<file path="src/rtl/cache_bus_arbiter.sv">
// Round-robin arbiter and transaction sequencer between the per-cache request
// ports and the single cache-memory bus controller, with a BUSY watchdog.
module cache_bus_arbiter #(
   parameter int CONNECTIONS = 2,
   parameter int ADDR_WIDTH  = 64,
   parameter int TIMEOUT     = 1024
) (
   input  logic                              clk,
   input  logic                              reset,
   input  logic [CONNECTIONS-1:0]            req_valid,
   input  logic [CONNECTIONS-1:0]            req_store,
   input  logic [CONNECTIONS*ADDR_WIDTH-1:0] req_addr,
   output logic [CONNECTIONS-1:0]            req_ready,
   input  logic                              snoop_busy,
   output logic                              grant_valid,
   input  logic                              grant_ready,
   output logic [$clog2(CONNECTIONS)-1:0]    grant_id,
   output logic                              grant_store,
   output logic [ADDR_WIDTH-1:0]             grant_addr,
   input  logic                              done,
   output logic                              busy,
   output logic                              timeout_err
);

   localparam int IDW = $clog2(CONNECTIONS);
   localparam int WDW = $clog2(TIMEOUT);

   typedef enum logic [1:0] {IDLE, ISSUE, BUSY} state_t;

   state_t         state;
   logic [IDW-1:0] last_id;
   logic [WDW-1:0] watchdog;
   logic [IDW-1:0] winner;
   logic           found;
   logic           accept;

   // Search begins one past the last completed requester and wraps modulo CONNECTIONS.
   always_comb begin
      int unsigned idx;
      found  = 1'b0;
      winner = '0;
      idx    = 0;
      for (int unsigned i = 0; i < CONNECTIONS; i++) begin
         idx = (32'(last_id) + 1 + i) % CONNECTIONS;
         if (!found && req_valid[idx]) begin
            found  = 1'b1;
            winner = IDW'(idx);
         end
      end
   end

   assign accept    = (state == IDLE) && !snoop_busy && found && !reset;
   assign req_ready = accept ? (CONNECTIONS'(1) << winner) : '0;

   always_ff @(posedge clk) begin
      if (reset) begin
         state       <= IDLE;
         grant_valid <= 1'b0;
         busy        <= 1'b0;
         timeout_err <= 1'b0;
         grant_id    <= '0;
         grant_store <= 1'b0;
         grant_addr  <= '0;
         last_id     <= IDW'(CONNECTIONS - 1);
         watchdog    <= '0;
      end else begin
         timeout_err <= 1'b0;
         case (state)
            IDLE: begin
               if (accept) begin
                  grant_id    <= winner;
                  grant_store <= req_store[winner];
                  grant_addr  <= req_addr[32'(winner)*ADDR_WIDTH +: ADDR_WIDTH];
                  grant_valid <= 1'b1;
                  busy        <= 1'b1;
                  state       <= ISSUE;
               end
            end
            ISSUE: begin
               if (grant_ready) begin
                  grant_valid <= 1'b0;
                  if (done) begin
                     busy    <= 1'b0;
                     last_id <= grant_id;
                     state   <= IDLE;
                  end else begin
                     watchdog <= '0;
                     state    <= BUSY;
                  end
               end
            end
            BUSY: begin
               if (done) begin
                  busy    <= 1'b0;
                  last_id <= grant_id;
                  state   <= IDLE;
               end else if (watchdog == WDW'(TIMEOUT - 1)) begin
                  busy        <= 1'b0;
                  timeout_err <= 1'b1;
                  last_id     <= grant_id;
                  state       <= IDLE;
               end else begin
                  watchdog <= watchdog + 1'b1;
               end
            end
            default: begin
               grant_valid <= 1'b0;
               busy        <= 1'b0;
               state       <= IDLE;
            end
         endcase
      end
   end

endmodule

</file>
<file path="config.mk">
export PLATFORM = sky130hd
export DESIGN_NAME = cache_bus_arbiter
export DESIGN_NICKNAME = d
export VERILOG_FILES = /design/src/rtl/cache_bus_arbiter.sv
export SDC_FILE = /design/constraint.sdc
export NUM_CORES = 1
export LEC_CHECK = 0
export BUFFER_PORTS_ARGS = -buffer_cell sky130_fd_sc_hd__buf_2
export CORE_ASPECT_RATIO = 0.7
export CORE_UTILIZATION = 48
export CTS_CLUSTER_DIAMETER = 50
export CTS_CLUSTER_SIZE = 40
export DETAILED_ROUTE_END_ITERATION = 10
export GPL_TIMING_DRIVEN = 1
export PLACE_DENSITY_LB_ADDON = 0.25
export SYNTH_ARGS = -nofsm -noshare
export SYNTH_HDL_FRONTEND = slang
export SYNTH_SLANG_ARGS = --single-unit
</file>
<file path="constraint.sdc">
create_clock -name clk -period 3.6 [get_ports clk]
set_clock_uncertainty 0.05 [all_clocks]
set_input_delay 0.36 -clock clk [delete_from_list [all_inputs] [get_ports clk]]
set_output_delay 0.36 -clock clk [all_outputs]
set_load 0.01 [all_outputs]
</file>
# Yosys cells after proc, flatten, opt, wreduce, memory -nomap -nowiden
# Cells that the tools add are included.
word_totals:
  ff_bits: 82
classes:
  n_bitwise: 1
  add_sub_neg: 3
  shift: 2
  mux: 36
  eq_ne: 10
  n_lt_le_gt_ge: 3
  n_reduce_logical: 16
op_table:
  columns: ["op", "n"]
  rows:
  - ["variable part select 128 x 8 -> 64 bit", 1]
  - ["two-way mux 10 bit", 4]
  - ["two-way mux 1 bit", 21]
  - ["one-hot mux 10 bit (2 select lines)", 1]
  - ["two-way mux 2 bit", 6]
  - ["inequality test 2 bit, second input constant", 6]
  - ["adder 10 x 1 -> 10 bit, second input constant", 1]
  - ["== test 10 bit, second input constant", 1]
  - ["AND reduction 4 bit", 2]
  - ["< comparator 1 x 2 -> 1 bit, second input constant", 3]
  - ["one-hot mux 1 bit (3 select lines)", 2]
  - ["one-hot mux 2 bit (3 select lines)", 1]
  - ["AND reduction 3 bit", 2]
  - ["AND reduction 5 bit", 1]
  - ["logical AND 1 bit", 4]
  - ["logical NOT 1 bit", 3]
  - ["inequality test 3 bit, second input constant", 1]
  - ["OR reduction 3 bit", 1]
  - ["adder 1 bit, second input constant", 2]
  - ["== test 2 x 1 -> 1 bit, second input constant", 1]
  - ["== test 2 bit, second input constant", 1]
  - ["logical NOT 2 bit", 1]
  - ["one-hot mux 1 bit (2 select lines)", 1]
  - ["AND reduction 2 bit", 1]
  - ["3 further kinds", 3]

# Longest topological paths before layout
# Gate-level depths: netlist of run 1.
depth:
  word_depth: 11
  depth_mapped: 7
  mapped_depth_nobuf: 6

# Least setup slack after synthesis of run 1
# No wires, ideal clock.
synth_path:
  path_type: "in2out"
  startpoint: "in req_valid[1]"
  endpoint: "out req_ready[0]"
  path_stages: 5
  arrival_ns: 1.361
  t_required_ns: 3.190
  setup_slack_ns: 1.829
  cell_sequence: "a21boi_0 -> buf_2 -> buf_4 -> buf_4 -> nor4_1"
synth_between:
  elab_chain_cells: 9
synth_rtl:
  columns: ["item", "line_no", "rtl"]
  rows:
  - ["from (decl)", "10", "input logic [CONNECTIONS-1:0] req_valid,"]
  - ["two-way mux 1 bit (not written as such) (2 in series)", "45", "if (!found && req_valid[idx]) begin"]
  - ["two-way mux 1 bit", "45", null]
  - ["logical NOT 1 bit", "45", null]
  - ["logical AND 1 bit", "45", null]
  - ["two-way mux 1 bit", "45", null]
  - ["logical AND 1 bit (2 in series)", "52", "assign accept = (state == IDLE) && !snoop_busy && found && !reset;"]
  - ["two-way mux 2 bit (*)", "53", "assign req_ready = accept ? (CONNECTIONS'(1) << winner) : '0;"]
  - ["to (decl)", "13", "output logic [CONNECTIONS-1:0] req_ready,"]
# Every way passes the cells marked *; elsewhere a longest branch is shown, timed or not. The select of a mux whose other input is x is not followed.

# Worst setup path after layout of run 1
layout_path:
  startpoint: "reg state[0]"
  endpoint: "out req_ready[1]"
layout_between:
  elab_chain_cells: 5
layout_rtl:
  columns: ["item", "line_no", "rtl"]
  rows:
  - ["from (decl)", "30", "state_t state;"]
  - ["from (signal assigned)", "57", "state <= IDLE;"]
  - ["from (signal assigned)", "76", "state <= ISSUE;"]
  - ["from (signal assigned)", "85", "state <= IDLE;"]
  - ["logical NOT 2 bit", "52", null]
  - ["logical AND 1 bit (3 in series)", "52", null]
  - ["two-way mux 2 bit", "53", null]
# No other way between the ends.

==> results of run 1 <==
## metal layers
metal  part of all wire  vias up  global-route usage
met5             0.0010        -                   0
met4              0.011        2              0.0685
met2               0.48      118               0.373
met3              0.077       12              0.0761
li1                   -     1791                   -
met1               0.44     1615               0.275
## registers in the layout, indices dropped and copies added, names as in the netlist
signal       count
grant_id         1
grant_valid      1
grant_addr      64
timeout_err      1
watchdog        10
last_id          1
state            2
busy             1
grant_store      1
## metrics by stage
step / std cells / utilization / instance area (µm²) / hold WS [ns] / worst slack [ns]
after global placement: 665 / 0.644 / 4780 / 0.432 / 1.45
after detailed placement: 665 / 0.644 / 4780 / 0.438 / 1.42
final: 681 / 0.673 / 4990 / 0.280 / 1.04
after floorplan: 388 / - / 3740 / 0.390 / 1.83
after global routing: 681 / 0.673 / 4990 / 0.278 / 0.830
after CTS: 681 / 0.673 / 4990 / 0.268 / 1.02
## Yosys cell counts (all sizes together)
master,number
dfxtp,82
nor2,77
a211oi,67
mux2i,67
buf,24
a21oi,9
clkbuf,9
o21ai,6
nand2,5
xnor2,5
nor3,4
a21o,3
nand2b,3
nand4,3
or3,3
inv,2
nand3,2
nor4,2
o31ai,2
or4,2
a2111oi,1
a21boi,1
a22oi,1
and2,1
and3,1
and3b,1
ha,1
nand3b,1
nor2b,1
o211a,1
o211ai,1
## worst reg2reg max path, delay by kind of cell, from the launching register on
family / cells / cell delay (ns)
buf+inv: 1 / 0.57
simple gates: 3 / 0.52
flops: 1 / 0.42
compound gates: 2 / 0.36
## area by class of cell
class | count | area [µm²]
clock inverter | 6 | 72.6
inverter | 2 | 7.51
timing repair buffer | 212 | 1070
multi-input combinational | 271 | 1930
tap | 98 | 123
clock buffer | 10 | 138
fill | 627 | 2430
sequential | 82 | 1640
## power groups by stage
| stage | Clock (W) | Sequential (W) | Combinational (W) |
|---|---|---|---|
| 2_1_floorplan | 0 | 0.00103 | 0.000190 |
| 3_3_place_gp | 0 | 0.00101 | 0.000359 |
| 3_5_place_dp | 0 | 0.00101 | 0.000369 |
| 4_1_cts | 0.000709 | 0.000990 | 0.000370 |
| 5_1_grt | 0.000748 | 0.000997 | 0.000404 |
| 6_report | 0.000688 | 0.000990 | 0.000366 |
## cells by family (layout without fill, tap and decap cells)
group,count (synthesis),in the layout,share of synthesized area
compound gates,92,92,0.188
flops,82,82,0.439
simple gates,106,106,0.132
buf+inv,35,230,0.0465
fa+ha+maj,1,1,0.00335
xor+xnor,5,5,0.0117
mux,67,67,0.179
## path summary, 6_finish.rpt
check                        end  slack (ns)
hold reg to reg    grant_addr[8]        0.45
setup reg to reg  grant_addr[55]        1.59
hold / removal    grant_addr[29]        0.28
setup / recovery    req_ready[1]        1.04
==> run_results.csv, run 1 <==
group,metric,value,unit
hold_path,worstHoldPathType,"primary input to flip-flop",
setup_path,cp.arrival,2.15,ns
synthesis,syn_inst,388,
drt,drc,0,
clocking,numCtsBuffers,9,
grt,grt_max_degree,78,
setup_path,endpoint_kind,"output port",
clocking,cts_root_buf,"clkbuf_8",
place,io_buffers,207,
job,maxCapViolations,0,
timing,timing_hold_violations_final,0,
synthesis,synthesis.nets,526,
timing,finalMaxSlewViolations,0,
drt,ant_nets,0,
timing,tightest_slew,0.819,ns
setup_path,path_buf_inv,2,
setup_path,crit_chain,"nor2_1 > o21ai_2 > nor3_4 > buf_4 > and2_1 > buf_2",
power_and_ir_drop,p_int,0.00148,W
power_and_ir_drop,p_leak,2.25,nW
drt,viasPerCell,5.20,
clocking,clk_latency,0.35,ns
synthesis,synth_area_leader_cell,"dfxtp_1",
synthesis,yosys_warnings,0,
clocking,ctsHtreeMaxLevel,3,
finish,syn_to_final_growth,33.5,%
synthesis,syn_area,3740,µm²
power_and_ir_drop,power_frac_comb,0.179,
synthesis,synth_cell_type_count,39,
timing,max_freq,391,MHz
place,gp_congestion,0.787,
finish,final_net_count,716,
setup_path,crit_slowest_cell,"buf_4",
setup_path,required,3.19,ns
floorplan,ios,208,
grt,grt_use_total,0.223,
clocking,cts_setup_buffers,0,
clocking,cts_tree,"built",
clocking,clk_pin_slew,0.09,ns
synthesis,yosys-top-cells-area,"dfxtp_1 44%, mux2i_1 18%, a211oi_1 13%",
timing,fin_setup_tns,0,ns
grt,grt_pass1_vias,3098,
power_and_ir_drop,seq_power_share,0.484,
setup_path,max_stage_delay,0.54,ns
drt,drt_first_pass_iters,4,
hold_path,whs_path_depth,3,
place,dp_hpwl,7080,µm
clocking,clock_path_buffers,2,
floorplan,dieArea,8150,µm²
finish,final_cell_mix,"207 x buf_2, 82 x dfxtp_1, 77 x nor2_1, 67 x mux2i_1, 64 x a211oi_1",
power_and_ir_drop,total_power,0.00204,W
setup_path,cp_top_family,"buffers and inverters",
setup_path,reg2reg_depth,6,
floorplan,fp.coreArea,7420,µm²
drt,drt_iter0_drc,108,
synthesis,synth-seq-cells,82,
timing,setup_violations,0,
grt,grt_remaining_overflow,0,
timing,relSlewSlack,0.454,
power_and_ir_drop,clkPwrFrac,0.336,
drt,wl_per_cell,14.0,µm
clocking,cts-hold-fix-buffers,0,
timing,rsz0062_at_grt,"false",
setup_path,start_kind,"flip-flop",
grt,grt_antenna_before_repair,1,
synthesis,avgSynthCellArea,9.64,µm²
finish,layout-drive-gt1-share,0.412,
power_and_ir_drop,p_sw,0.000562,W
setup_path,timing.critical_path.from,"state[0]",
synthesis,yosysTopAreaCellShare,0.439,
hold_path,min-delay-start,"req_addr[29]",
floorplan,rows,26,
power_and_ir_drop,swShare,0.275,
floorplan,initial_core_util,0.504,
clocking,cts_resized,0,
run_status,status,"complete, no violations",
setup_path,worstSetupPathType,"flip-flop to output port",
setup_path,r2r_start,"state[0]",
setup_path,crit_cells,6,
power_and_ir_drop,irDropWorstVdd,0.241,mV
power_and_ir_drop,powerDensity,410,nW/µm²
drt,route.vias.total,3538,
setup_path,critPathMaxFanout,62,
finish,final_common_cell,"buf_2",
floorplan,die_h,75.8,µm
synthesis,yosysSeqAreaShare,0.439,
timing,period_share,0.711,
floorplan,die_w,107,µm
clocking,cts.sinks,82,
finish,diodes,0,
drt,wirelength,9530,µm
grt,grt_pass1_wl,14200,µm
timing,fin_crit,2.56,ns
No activity file was read; power rests on OpenSTA's default activity.
==> run 2, diff against run 1 <==
- CORE_UTILIZATION: 48 -> 44
- clock period: 3.6 -> 2.4 ns (I/O delays scaled with it)
==> run 2 against run 1 <==
The run now ends with DRC left. Hold slack worse by 0.094 ns. Core utilization down 3.6 points. Critical path depth down 1. Final cell count up 0.73%. First-iteration DRC count up 10%. Combinational power up 52%. Via count down 2.0%. Register-to-register slack worse by 1.1 ns. Total power up 68%. Critical endpoint unchanged. Highest routed layer is now met4.
==> run_results.csv, run 2 (synthesis gave the netlist of run 1 again) <==
group,metric,value,unit
finish,syn_to_final_growth,37.0,%
clocking,clk_latency,0.33,ns
job,maxCapViolations,0,
timing,finalMaxSlewViolations,0,
finish,largest_register_ffs,64,
setup_path,start_kind,"flip-flop",
timing,fin_crit,1.95,ns
floorplan,initial_core_util,0.465,
finish,final_net_count,718,
setup_path,critPathMaxFanout,8,
finish,finalCoreUtilization,0.637,
timing,whs,0.186,ns
timing,max_freq,513,MHz
drt,wirelength,9840,µm
finish,final_cell_mix,"207 x buf_2, 82 x dfxtp_1, 77 x nor2_1, 67 x mux2i_1, 64 x a211oi_1",
clocking,cts_tree,"built",
floorplan,rows,27,
clocking,cts_setup_buffers,0,
setup_path,reg2reg_depth,6,
floorplan,die_h,79.1,µm
setup_path,required,2.11,ns
drt,drc,9,
setup_path,cp.arrival,1.66,ns
clocking,ctsHtreeMaxLevel,3,
place,gp_congestion,0.846,
timing,rsz0062_at_grt,"false",
clocking,cts_resized,0,
setup_path,crit_end,"req_ready[1]",
power_and_ir_drop,irDropWorstVdd,0.485,mV
finish,multiInputGateArea,1930,µm²
timing,timing_hold_violations_final,0,
grt,grt_max_degree,60,
finish,reg.largest.list,"grant_addr: 64 flops, watchdog: 10 flops, state: 2 flops",
setup_path,max_stage_delay,0.41,ns
finish,seqCellArea,1640,µm²
grt,grt_remaining_overflow,0,
finish,fillCellCount,707,
timing,period_share,0.813,
place,io_buffers,207,
timing,setup_violations,0,
clocking,cts.sinks,82,
grt,grt_antenna_before_repair,0,
finish,top_register,"grant_addr",
timing,relSlewSlack,0.703,
clocking,clock_path_buffers,2,
run_status,violations,"DRC",
hold_path,worstHoldPathType,"primary input to flip-flop",
clocking,numCtsBuffers,9,
setup_path,r2r_start,"state[0]",
floorplan,dieArea,8880,µm²
finish,diodes,0,
timing,fin_setup_tns,0,ns
drt,route.vias.total,3469,
setup_path,crit_slowest_cell,"dfxtp_1",
place,placed_cells,670,
power_and_ir_drop,p_leak,2.31,nW
drt,ant_nets,0,
floorplan,ios,208,
setup_path,r2r_end,"grant_addr[21]",
drt,wl_per_cell,14.3,µm
clocking,clk_pin_slew,0.06,ns
grt,grt_use_total,0.218,
finish,final_common_cell,"buf_2",
timing,tightest_slew,0.445,ns
clocking,cts-hold-fix-buffers,0,
floorplan,fp.coreArea,8040,µm²
run_status,status,"complete, but fails checks",
drt,drt_first_pass_iters,7,
drt,drt_iter0_drc,119,
clocking,cts_root_buf,"clkbuf_16",
place,dp_hpwl,7280,µm
place,dpl-instance-area,4820,µm²
setup_path,rrSetupSlack,0.48,ns
setup_path,worstSetupPathType,"flip-flop to output port",
finish,layout-drive-gt1-share,0.409,
floorplan,die_w,112,µm
power_and_ir_drop,powerDensity,669,nW/µm²
drt,viasPerCell,5.06,
grt,grt_pass1_vias,3129,
finish,design_area,5120,µm²
setup_path,crit_chain,"nor2_1 > o21ai_2 > nor3_4 > and2_1 > buf_2",
setup_path,endpoint_kind,"output port",
grt,grt_pass1_wl,15100,µm
finish,instances_no_fill,686,
setup_path,timing.critical_path.from,"state[0]",
## run 2: changes by cell type in the layout (fill, tap and decap cells not counted)
cell,previous run,this run
buf_12,0,2
clkbuf_1,0,3
clkbuf_16,0,9
clkbuf_8,10,2
clkinv_2,0,1
clkinv_4,2,0
clkinvlp_4,1,0
inv_6,2,0
## run 2: area by class of cell
type	count	share of cell area
clock inverters	2	0.00684
repair buffers	214	0.217
clock buffers	14	0.0515
well taps	101	0.0247
flip-flops and latches	82	0.320
inverters	2	0.00147
multi-input cells	271	0.378
## run 2: critical path: cells and delay by family, from the launching register on
| kind | cells | cell delay [ns] |
|---|---|---|
| buf+inv | 1 | 0.13 |
| simple gates | 3 | 0.68 |
| flops | 1 | 0.41 |
| compound gates | 1 | 0.11 |
## run 2: routing by layer
| metal | track usage | part of all wire |
|---|---|---|
| met5 | 0 | 0 |
| met4 | 0.0640 | 0.0074 |
| met1 | 0.248 | 0.42 |
| met2 | 0.388 | 0.50 |
| met3 | 0.0756 | 0.074 |
## run 2: stage by stage
stage | power, W | worst slack [ns]
2_1_floorplan | 0.00183 | 0.740
3_3_place_gp | 0.00206 | 0.596
3_5_place_dp | 0.00207 | 0.457
4_1_cts | 0.00346 | 0.416
5_1_grt | 0.00359 | 0.279
6_report | 0.00343 | 0.449
## run 2: report_power, final
part           internal (W)  leakage, nW  switching [W]
Sequential          0.00144        0.671      0.0000445
Combinational      0.000268         1.50       0.000287
Clock              0.000863        0.147       0.000523
Total               0.00257         2.31       0.000854
## run 2: how the worst min path moves through the flow
| stage | end | cells past startpoint | from | slack [ns] |
|---|---|---|---|---|
| after floorplan | state[0] | 2 | grant_ready | 0.38 |
| after global placement | grant_valid | 2 | grant_valid | 0.42 |
| after detailed placement | grant_valid | 2 | grant_valid | 0.43 |
| after CTS | grant_addr[14] | 3 | req_addr[14] | 0.18 |
| after global routing | grant_addr[2] | 3 | req_addr[2] | 0.19 |
| final | grant_addr[14] | 3 | req_addr[14] | 0.19 |
==> run 3, diff against run 2 <==
- clock period: 2.4 -> 1.85 ns (I/O delays scaled with it)
==> run 3 against run 2 <==
Critical endpoint is now watchdog[6]. Hold slack got worse by 0.047 ns. Non-clock buffer count rose by 6. The flow still finishes with violations (DRC). Core utilization rose by 1.3 points. Combinational power rose by 37%. Sequential power rose by 30%.
==> run_results.csv, run 3 (synthesis gave the netlist of run 1 again) <==
group,metric,value,unit
timing,max_freq,563,MHz
drt,maxUsedRoutingLayer,"met4",
drt,drt_iter0_drc,88,
drt,wl_met2,4980,µm
clocking,clk_latency,0.33,ns
drt,drt-met1-wl,4000,µm
timing,whs,0.140,ns
place,io_buffers,207,
finish,final_net_count,724,
drt,viasPerCell,5.08,
power_and_ir_drop,powerDensity,833,nW/µm²
floorplan,initial_core_util,0.465,
clocking,clock_path_buffers,2,
clocking,ctsHtreeMaxLevel,3,
floorplan,ios,208,
finish,diodes,0,
run_status,status,"complete, but fails checks",
grt,grt_antenna_before_repair,0,
finish,largest_register_ffs,64,
timing,rsz0062_at_grt,"false",
power_and_ir_drop,irDropWorstVdd,0.547,mV
finish,reg.largest.list,"grant_addr: 64 flops, watchdog: 10 flops, state: 2 flops",
setup_path,start_kind,"flip-flop",
clocking,clk_pin_slew,0.06,ns
drt,drt_first_pass_iters,7,
finish,layout-drive-gt1-share,0.419,
place,dp_hpwl,7450,µm
clocking,cts_root_buf,"clkbuf_16",
drt,wirelength,9810,µm
power_and_ir_drop,total_power,0.00436,W
clocking,numCtsBuffers,9,
finish,top_register,"grant_addr",
drt,wl_per_cell,14.2,µm
place,dpl-instance-area,4920,µm²
setup_path,critPathMaxFanout,9,
grt,grt_use_total,0.223,
finish,final_cell_mix,"207 x buf_2, 81 x dfxtp_1, 76 x nor2_1, 67 x mux2i_1, 64 x a211oi_1",
floorplan,dieArea,8880,µm²
timing,period_share,0.961,
floorplan,fp.coreArea,8040,µm²
setup_path,required,2.05,ns
run_status,violations,"DRC",
power_and_ir_drop,swShare,0.249,
timing,tightest_slew,0.403,ns
hold_path,worstHoldPathType,"primary input to flip-flop",
power_and_ir_drop,p_sw,0.00109,W
drt,ant_nets,0,
floorplan,die_h,79.1,µm
timing,timing_hold_violations_final,0,
power_and_ir_drop,seq_power_share,0.442,
job,maxCapViolations,0,
timing,setup_violations,0,
grt,grt_pass1_vias,3340,
power_and_ir_drop,p_leak,2.36,nW
power_and_ir_drop,p_int,0.00327,W
finish,syn_to_final_growth,39.9,%
power_and_ir_drop,clkPwrFrac,0.383,
setup_path,cp.arrival,1.98,ns
timing,fin_crit,1.78,ns
timing,relSlewSlack,0.732,
timing,finalMaxSlewViolations,0,
finish,design_area,5230,µm²
place,gp_congestion,0.834,
timing,fin_setup_tns,0,ns
grt,grt_remaining_overflow,0,
clocking,cts-hold-fix-buffers,0,
floorplan,die_w,112,µm
grt,grt_pass1_wl,15400,µm
clocking,cts_tree,"built",
drt,route.vias.total,3506,
finish,final_common_cell,"buf_2",
floorplan,rows,27,
setup_path,endpoint_kind,"flip-flop",
drt,route.met3.wl,714,µm
drt,drc,9,
power_and_ir_drop,power_frac_comb,0.174,
setup_path,worstSetupPathType,"flip-flop to flip-flop",
clocking,cts.sinks,82,
grt,grt_max_degree,47,
-- run 3: changes by cell type in the layout (fill, tap and decap cells not counted), sizes merged --
cell,change
buf,+6
clkinv,+2
clkbuf,-4
-- run 3: critical path, stage by stage (launching register included) --
cell and delay [ns]:
dfxtp_1 0.33, ha_1 0.24, nand3_4 0.14, o31ai_4 0.11, a21o_4 0.27, or4_1 0.40
a21oi_1 0.17
-- run 3: cell type report --
| type | count | area (µm²) |
|---|---|---|
| Clock buffer | 10 | 229 |
| Inverter | 2 | 7.51 |
| Timing Repair Buffer | 220 | 1230 |
| Clock inverter | 4 | 45.0 |
| Sequential cell | 82 | 1640 |
| Fill cell | 682 | 2810 |
| Tap cell | 101 | 126 |
| Multi-Input combinational cell | 271 | 1940 |
-- run 3: power by group through the flow --
stage	registers [W]	clock network, W	logic (W)
2_1_floorplan	0.00201	0	0.000369
3_3_place_gp	0.00196	0	0.000734
6_report	0.00193	0.00167	0.000759
3_5_place_dp	0.00196	0	0.000757
4_1_cts	0.00193	0.00171	0.000760
5_1_grt	0.00194	0.00178	0.000832
-- run 3: path summary, 6_finish.rpt --
check	start	to	slack (ns)	depth (start not counted)
worst max-delay path	watchdog[0]	watchdog[6]	0.07	6
worst min-delay path	req_addr[32]	grant_addr[32]	0.14	3
worst max register to register	watchdog[0]	watchdog[6]	0.07	6
worst min register to register	grant_addr[9]	grant_addr[9]	0.44	2
-- run 3: metal layers --
layer / global-route usage / vias to the layer above
li1: - / 1803
met1: 0.242 / 1574
met2: 0.409 / 116
met3: 0.0809 / 13
met4: 0.0640 / 0
met5: 0 / -
-- run 3: timing repair --
item,in CTS,in global routing
buffers inserted,0,2
endpoints found under the setup margin,1,10
pin swaps,0,1
resized for setup,1,2
hold endpoints to repair,0,0
-- run 3: per-stage QoR --
| stage | setup slack [ns] | cells | util |
|---|---|---|---|
| floorplan | 0.190 | 388 | - |
| global placement | 0.122 | 674 | 0.611 |
| detailed placement | 0.0500 | 674 | 0.611 |
| CTS | 0.00145 | 688 | 0.646 |
| global route | 0.0136 | 690 | 0.650 |
| finish | 0.0727 | 690 | 0.650 |
